<file path="src/rtl/srt_div_pkg.sv">
// Shared sizes and types for the iterative radix-2 SRT mantissa divider.
package srt_div_pkg;

    localparam int ITER   = 26;
    localparam int MANT_W = 24;
    localparam int REM_W  = 26;
    localparam int CNT_W  = $clog2(ITER);

    typedef enum logic [1:0] {IDLE, RUN, DONE} srt_state_t;

    typedef enum logic [1:0] {Q_NEG, Q_ZERO, Q_POS} srt_digit_t;

endpackage

</file>
<file path="src/rtl/srt_qds.sv">
// Radix-2 SRT quotient digit selection from the 4-bit integer estimate of 2r.
module srt_qds
    import srt_div_pkg::*;
(
    input  logic [3:0] i_estimate,
    output srt_digit_t o_digit
);

    // Estimate is floor(2r) in two's complement: >=1 picks +1, <=-2 picks -1.
    always_comb begin
        o_digit = Q_ZERO;
        if (!i_estimate[3] && (i_estimate != 4'b0000)) begin
            o_digit = Q_POS;
        end else if (i_estimate[3] && (i_estimate != 4'b1111)) begin
            o_digit = Q_NEG;
        end
    end

endmodule

</file>
<file path="src/rtl/srt_radix2_iter.sv">
// Iterative radix-2 SRT mantissa divider, one quotient digit per cycle.
// Define SRT_DIV_EARLY_TERM_EN to finish as soon as the partial remainder becomes zero.
module srt_radix2_iter
    import srt_div_pkg::*;
(
    input  logic              clk,
    input  logic              rst,
    input  logic              in_valid,
    output logic              in_ready,
    input  logic [MANT_W-1:0] in_dividend,
    input  logic [MANT_W-1:0] in_divisor,
    output logic              out_valid,
    input  logic              out_ready,
    output logic [ITER-1:0]   quotient,
    output logic [REM_W-1:0]  current_remainder,
    output logic [REM_W-1:0]  current_divisor,
    output logic              div_err
);

    srt_state_t        r_state;
    logic [MANT_W-1:0] r_d;
    logic [REM_W-1:0]  r_rem;
    logic [ITER-1:0]   r_q;
    logic [ITER-2:0]   r_qm;
    logic [CNT_W-1:0]  r_cnt;
    logic              r_err;

    logic [REM_W:0]    w_r0Full;
    logic [REM_W:0]    w_twoR;
    logic [REM_W-1:0]  w_dAligned;
    logic [REM_W-1:0]  w_rNext;
    logic [ITER-1:0]   w_qNext;
    logic [ITER-2:0]   w_qmNext;
    logic [ITER-1:0]   w_qFinal;
    srt_digit_t        w_digit;
    logic              w_lastDigit;
    logic              w_stop;
    logic              w_unused;

    // Halving x keeps the first partial remainder strictly below d.
    assign w_r0Full   = {3'b000, in_dividend} >> 1;
    assign w_unused   = w_r0Full[REM_W];

    assign w_twoR     = {r_rem, 1'b0};
    assign w_dAligned = {2'b00, r_d};

    srt_qds u_qds (
        .i_estimate (w_twoR[REM_W:REM_W-3]),
        .o_digit    (w_digit)
    );

    // |r'| <= d always holds, so the low REM_W bits of 2r -/+ d are exact.
    always_comb begin
        w_rNext = w_twoR[REM_W-1:0];
        case (w_digit)
            Q_POS:   w_rNext = w_twoR[REM_W-1:0] - w_dAligned;
            Q_NEG:   w_rNext = w_twoR[REM_W-1:0] + w_dAligned;
            default: w_rNext = w_twoR[REM_W-1:0];
        endcase
    end

    // On-the-fly conversion keeps Q and QM = Q - 1ulp so a -1 digit needs no borrow.
    always_comb begin
        w_qNext  = {r_q[ITER-2:0], 1'b0};
        w_qmNext = {r_qm[ITER-3:0], 1'b1};
        case (w_digit)
            Q_POS: begin
                w_qNext  = {r_q[ITER-2:0], 1'b1};
                w_qmNext = {r_q[ITER-3:0], 1'b0};
            end
            Q_NEG: begin
                w_qNext  = {r_qm, 1'b1};
                w_qmNext = {r_qm[ITER-3:0], 1'b0};
            end
            default: begin
                w_qNext  = {r_q[ITER-2:0], 1'b0};
                w_qmNext = {r_qm[ITER-3:0], 1'b1};
            end
        endcase
    end

    assign w_lastDigit = (r_cnt == CNT_W'(ITER - 1));

`ifdef SRT_DIV_EARLY_TERM_EN
    logic             w_rZero;
    logic [CNT_W-1:0] w_shift;

    // Once r' is zero every later digit is zero, so the missing digits are zero fill.
    assign w_rZero  = (w_rNext == '0);
    assign w_shift  = CNT_W'(ITER - 1) - r_cnt;
    assign w_stop   = w_lastDigit || w_rZero;
    assign w_qFinal = w_rZero ? (w_qNext << w_shift) : w_qNext;
`else
    assign w_stop   = w_lastDigit;
    assign w_qFinal = w_qNext;
`endif

    always_ff @(posedge clk) begin
        if (rst) begin
            r_state <= IDLE;
            r_d     <= '0;
            r_rem   <= '0;
            r_q     <= '0;
            r_qm    <= '0;
            r_cnt   <= '0;
            r_err   <= 1'b0;
        end else begin
            case (r_state)
                IDLE: begin
                    if (in_valid) begin
                        r_d   <= in_divisor;
                        r_qm  <= '0;
                        r_cnt <= '0;
                        if (!in_divisor[MANT_W-1]) begin
                            r_err   <= 1'b1;
                            r_q     <= '1;
                            r_rem   <= '0;
                            r_state <= DONE;
                        end else begin
                            r_err   <= 1'b0;
                            r_q     <= '0;
                            r_rem   <= w_r0Full[REM_W-1:0];
                            r_state <= RUN;
                        end
                    end
                end
                RUN: begin
                    r_rem <= w_rNext;
                    r_qm  <= w_qmNext;
                    r_q   <= w_qFinal;
                    r_cnt <= r_cnt + CNT_W'(1);
                    if (w_stop) begin
                        r_state <= DONE;
                    end
                end
                DONE: begin
                    if (out_ready) begin
                        r_state <= IDLE;
                    end
                end
                default: r_state <= IDLE;
            endcase
        end
    end

    assign in_ready          = (r_state == IDLE);
    assign out_valid         = (r_state == DONE);
    assign quotient          = r_q;
    assign current_remainder = r_rem;
    assign current_divisor   = w_dAligned;
    assign div_err           = r_err;

endmodule

</file>
<file path="config.mk">
export PLATFORM = sky130hd
export DESIGN_NAME = srt_radix2_iter
export DESIGN_NICKNAME = d
export VERILOG_FILES = /design/src/rtl/srt_div_pkg.sv /design/src/rtl/srt_qds.sv /design/src/rtl/srt_radix2_iter.sv
export SDC_FILE = /design/constraint.sdc
export NUM_CORES = 1
export LEC_CHECK = 0
export ABC_CLOCK_PERIOD_IN_PS = 3100
export CAP_MARGIN = 20
export CORE_ASPECT_RATIO = 1.5
export CORE_UTILIZATION = 54
export CTS_CLUSTER_SIZE = 14
export DETAILED_ROUTE_END_ITERATION = 7
export PLACE_DENSITY = 0.82
export SETUP_SLACK_MARGIN = 0.15
export SLEW_MARGIN = 20
export SYNTH_ARGS = -nofsm -noshare
export SYNTH_HDL_FRONTEND = slang
export SYNTH_SLANG_ARGS = --single-unit
</file>
<file path="constraint.sdc">
create_clock -name clk -period 3.1 [get_ports clk]
set_input_delay 0.465 -clock clk [delete_from_list [all_inputs] [get_ports clk]]
set_output_delay 0.465 -clock clk [all_outputs]
set_load 0.03 [all_outputs]
</file>
==> flow_summary.yaml <==
route:
  dr.pass1.iters: 8
  drt-wirelength-per-cell_um: 17.5
  drt_iter0_drc: 598
  route.detailed.drc: 6
  vias: 8128
  detail-route-antenna-nets: 0
  avgViaCountPerCell: 6.14
  wirelength_um: 23200
setup_path:
  r2r_start: "current_remainder[1]"
  critPathLaunchType: "flop"
  cp-end-kind: "flop"
  critPathKind: "reg2reg"
  critPathCapture: "current_remainder[7]"
  cp-startpoint: "current_remainder[1]"
  cp.arrival_ns: 3.10
  crit_fanout: 5
  worstPathRequired_ns: 3.32
  r2r_end: "current_remainder[7]"
  reg2reg_depth: 10
  r2r_setup_slack_ns: 0.22
global_route:
  antenna_found_initial: 0
  grt.overflow.total: 0
  track_usage: 0.320
  grt_max_degree: 76
  grt_pass1_wl_um: 37400
  grt_pass1_vias: 7715
synthesis:
  synthesis.area_mm2: 0.00750
  synth_area_leaders: "dfxtp_1 (29%), a21oi_1 (11%), nand2_1 (9.4%), ha_1 (8.0%), nor2_1 (6.4%)"
  syn_inst: 1060
  yosysTopAreaCell: "dfxtp_1"
  yosysUniqueCellTypes: 73
  synth_seq_cells: 109
  ys_seq_area_frac: 0.291
  synth_top_flop_cell: "dfxtp_1"
  synth_edf_count: 0
  yosysWarnings: 0
  syn_area_per_cell_um2: 7.08
  ys_async_sr_fraction: 0
  synth_top_area_share: 0.291
timing:
  fin_crit_sh: 0.928
  max_freq_mhz: 348
  relSlewSlack: 0.400
  whs_ns: 0.498
  skew_ns: 0.0141
  tightest_slew_ns: 0.899
  rsz0062_at_grt: "no"
  layout_min_cycle_time_ns: 2.88
  finalMaxSlewViolations: 0
  setup_tns_ns: 0
  setup_viol: 0
  hold_violations: 0
layout:
  layout_common_cells: "nand2_1 (187), a21oi_1 (162), clkdlybuf4s50_1 (128), nor2_1 (125), dfxtp_1 (108)"
  fill_cells: 1196
  drive_above_1_share: 0.0767
  insertedDiodeCount: 0
  finalNetCount: 1258
  stdcell_count: 1323
  area_delta_synth_final_pct: 24.7
  layout_commonest_cell: "nand2_1"
placed_design:
  gp_routability_congestion: 0.959
  port_buffers: 129
  dp_hpwl_um: 16000
  dp_cells: 1302
job:
  cap_violations: 0
power_and_ir_drop:
  p_int_w: 0.00280
  vdd_ir_drop_max_mv: 0.304
  power_leakage_nw: 3.57
  pwr-share-clk: 0.253
  p_sw_frac: 0.400
  p_sw_w: 0.00187
  p_seq_frac: 0.344
  p_per_area_mw_per_mm2: 498
  combPwrFrac: 0.403
clock_tree:
  cts_made_buffers: 9
  cts-root-buf: "clkbuf_16"
  cts_tree: "done"
  clk_latency_ns: 0.36
  cts_num_sinks: 109
  clk_pin_slew_ns: 0.08
  h-tree-depth: 3
  cts_max_path_buffers: 2
  hold_buffers: 0
floorplanning:
  die_w_um: 98.2
  fp.coreArea_mm2: 0.0135
  io_pins: 133
  initial_core_util: 0.554
  die_h_um: 146
  core.rowCount: 52
  dieArea_mm2: 0.0144
outcome:
  status: "complete, but fails checks"
  failed_checks: "DRC"
worst_hold_path:
  hold_path.class: "reg2reg"
## layer usage
layer  wire (µm)  share of wire  vias to the layer above  track usage
li1            -              -                     3923            -
met2       11700           0.50                      324        0.579
met3        1550          0.067                       72       0.0656
met1        9070           0.39                     3809        0.360
met5           0              0                        -            0
met4         847          0.037                        0        0.134
## repair_timing
item	in CTS	in global routing
hold endpoints to repair	0	0
buffers inserted	0	5
pin swaps	0	11
gates resized for setup	1	15
endpoints found under the setup margin	2	10
## state kept, by name (all words and copies together) (netlist names)
| name | count |
|---|---|
| current_remainder | 26 |
| quotient | 26 |
| r_qm | 25 |
| r_d | 24 |
| r_cnt | 5 |
| r_state | 2 |
| div_err | 1 |
## cell families (layout without fill, tap and decap cells)
group                      Yosys count  in the layout  synth area share
buffers and inverters              133            233            0.0696
other                                1              2          0.000500
AOI/OAI and AO/OA                  359            359             0.315
DFF                                109            109             0.291
muxes                                6              6           0.00817
xor gates and xnor gates            10             10            0.0117
and+or+nand+nor                    392            392             0.218
adders and majority gates           50             50            0.0854
## synthesized netlist by cell type, types with 3 or more instances
cell type / number
buf_1: 12
o31ai_1: 6
nor2b_1: 8
o221ai_1: 11
o21bai_1: 9
a221o_1: 8
xor2_1: 3
a21o_1: 11
dfxtp_1: 109
or2_2: 3
nor4_1: 5
nor3_1: 25
o21a_1: 6
ha_1: 48
a311oi_1: 3
o21ai_1: 4
inv_1: 48
and2_1: 5
a211oi_1: 36
o21ai_0: 32
buf_2: 9
and3_1: 5
nand2_1: 187
nor2_1: 127
a31oi_1: 3
a22oi_1: 6
a21oi_1: 163
o211ai_1: 8
nand2b_1: 8
a32oi_1: 5
or3_1: 3
buf_4: 3
nand4_1: 4
nand3_1: 7
mux2i_1: 5
xnor2_1: 7
a221oi_1: 14
o22ai_1: 4
clkbuf_1: 60
## power by group through the flow
| stage | combinational (W) | sequential [W] | clock, W |
|---|---|---|---|
| 5_1_grt | 0.00202 | 0.00162 | 0.00124 |
| 4_1_cts | 0.00178 | 0.00160 | 0.00119 |
| 6_report | 0.00188 | 0.00160 | 0.00118 |
| 2_1_floorplan | 0.00104 | 0.00177 | 0 |
| 3_3_place_gp | 0.00175 | 0.00163 | 0 |
| 3_5_place_dp | 0.00177 | 0.00163 | 0 |
## critical path, cell delays in order, from the launching register on
cell and delay (ns):
dfxtp_1 0.35, buf_4 0.15, ha_2 0.31, o211ai_1 0.18, a21oi_1 0.07, o41a_1 0.47, buf_4 0.18, a221o_1 0.34
a221o_1 0.35, a221oi_1 0.25, nor3_1 0.07
## stage by stage
step | area, µm² | total power, W | setup WS [ns] | utilization
3_3_place_gp | 8940 | 0.00338 | 0.195 | 0.661
4_1_cts | 9240 | 0.00457 | 0.167 | 0.683
3_5_place_dp | 8940 | 0.00340 | 0.0869 | 0.661
6_report | 9360 | 0.00466 | 0.223 | 0.691
2_1_floorplan | 7500 | 0.00282 | 0.164 | -
5_1_grt | 9360 | 0.00488 | 0.147 | 0.691
## worst min-delay path by stage
stage | start | endpoint | slack [ns] | depth (start not counted)
3_3_place_gp | r_cnt[4] | r_cnt[4] | 0.47 | 1
2_1_floorplan | r_cnt[4] | r_cnt[4] | 0.45 | 1
3_5_place_dp | r_d[12] | r_d[12] | 0.48 | 2
4_1_cts | rst | r_d[17] | 0.50 | 2
6_report | r_d[18] | r_d[18] | 0.50 | 2
5_1_grt | rst | r_d[17] | 0.52 | 2
## area by class of cell
type                            instances  area [µm²]  share of cell area
Clock buffer                           10         229              0.0245
Inverter                               49         184              0.0197
Timing Repair Buffer                  168        1590               0.170
Multi-Input combinational cell        819        4900               0.524
Tap cell                              162         203              0.0217
Clock inverter                          6        62.6             0.00669
Sequential cell                       109        2180               0.233
Note: power is estimated with default switching activity, not from simulation.
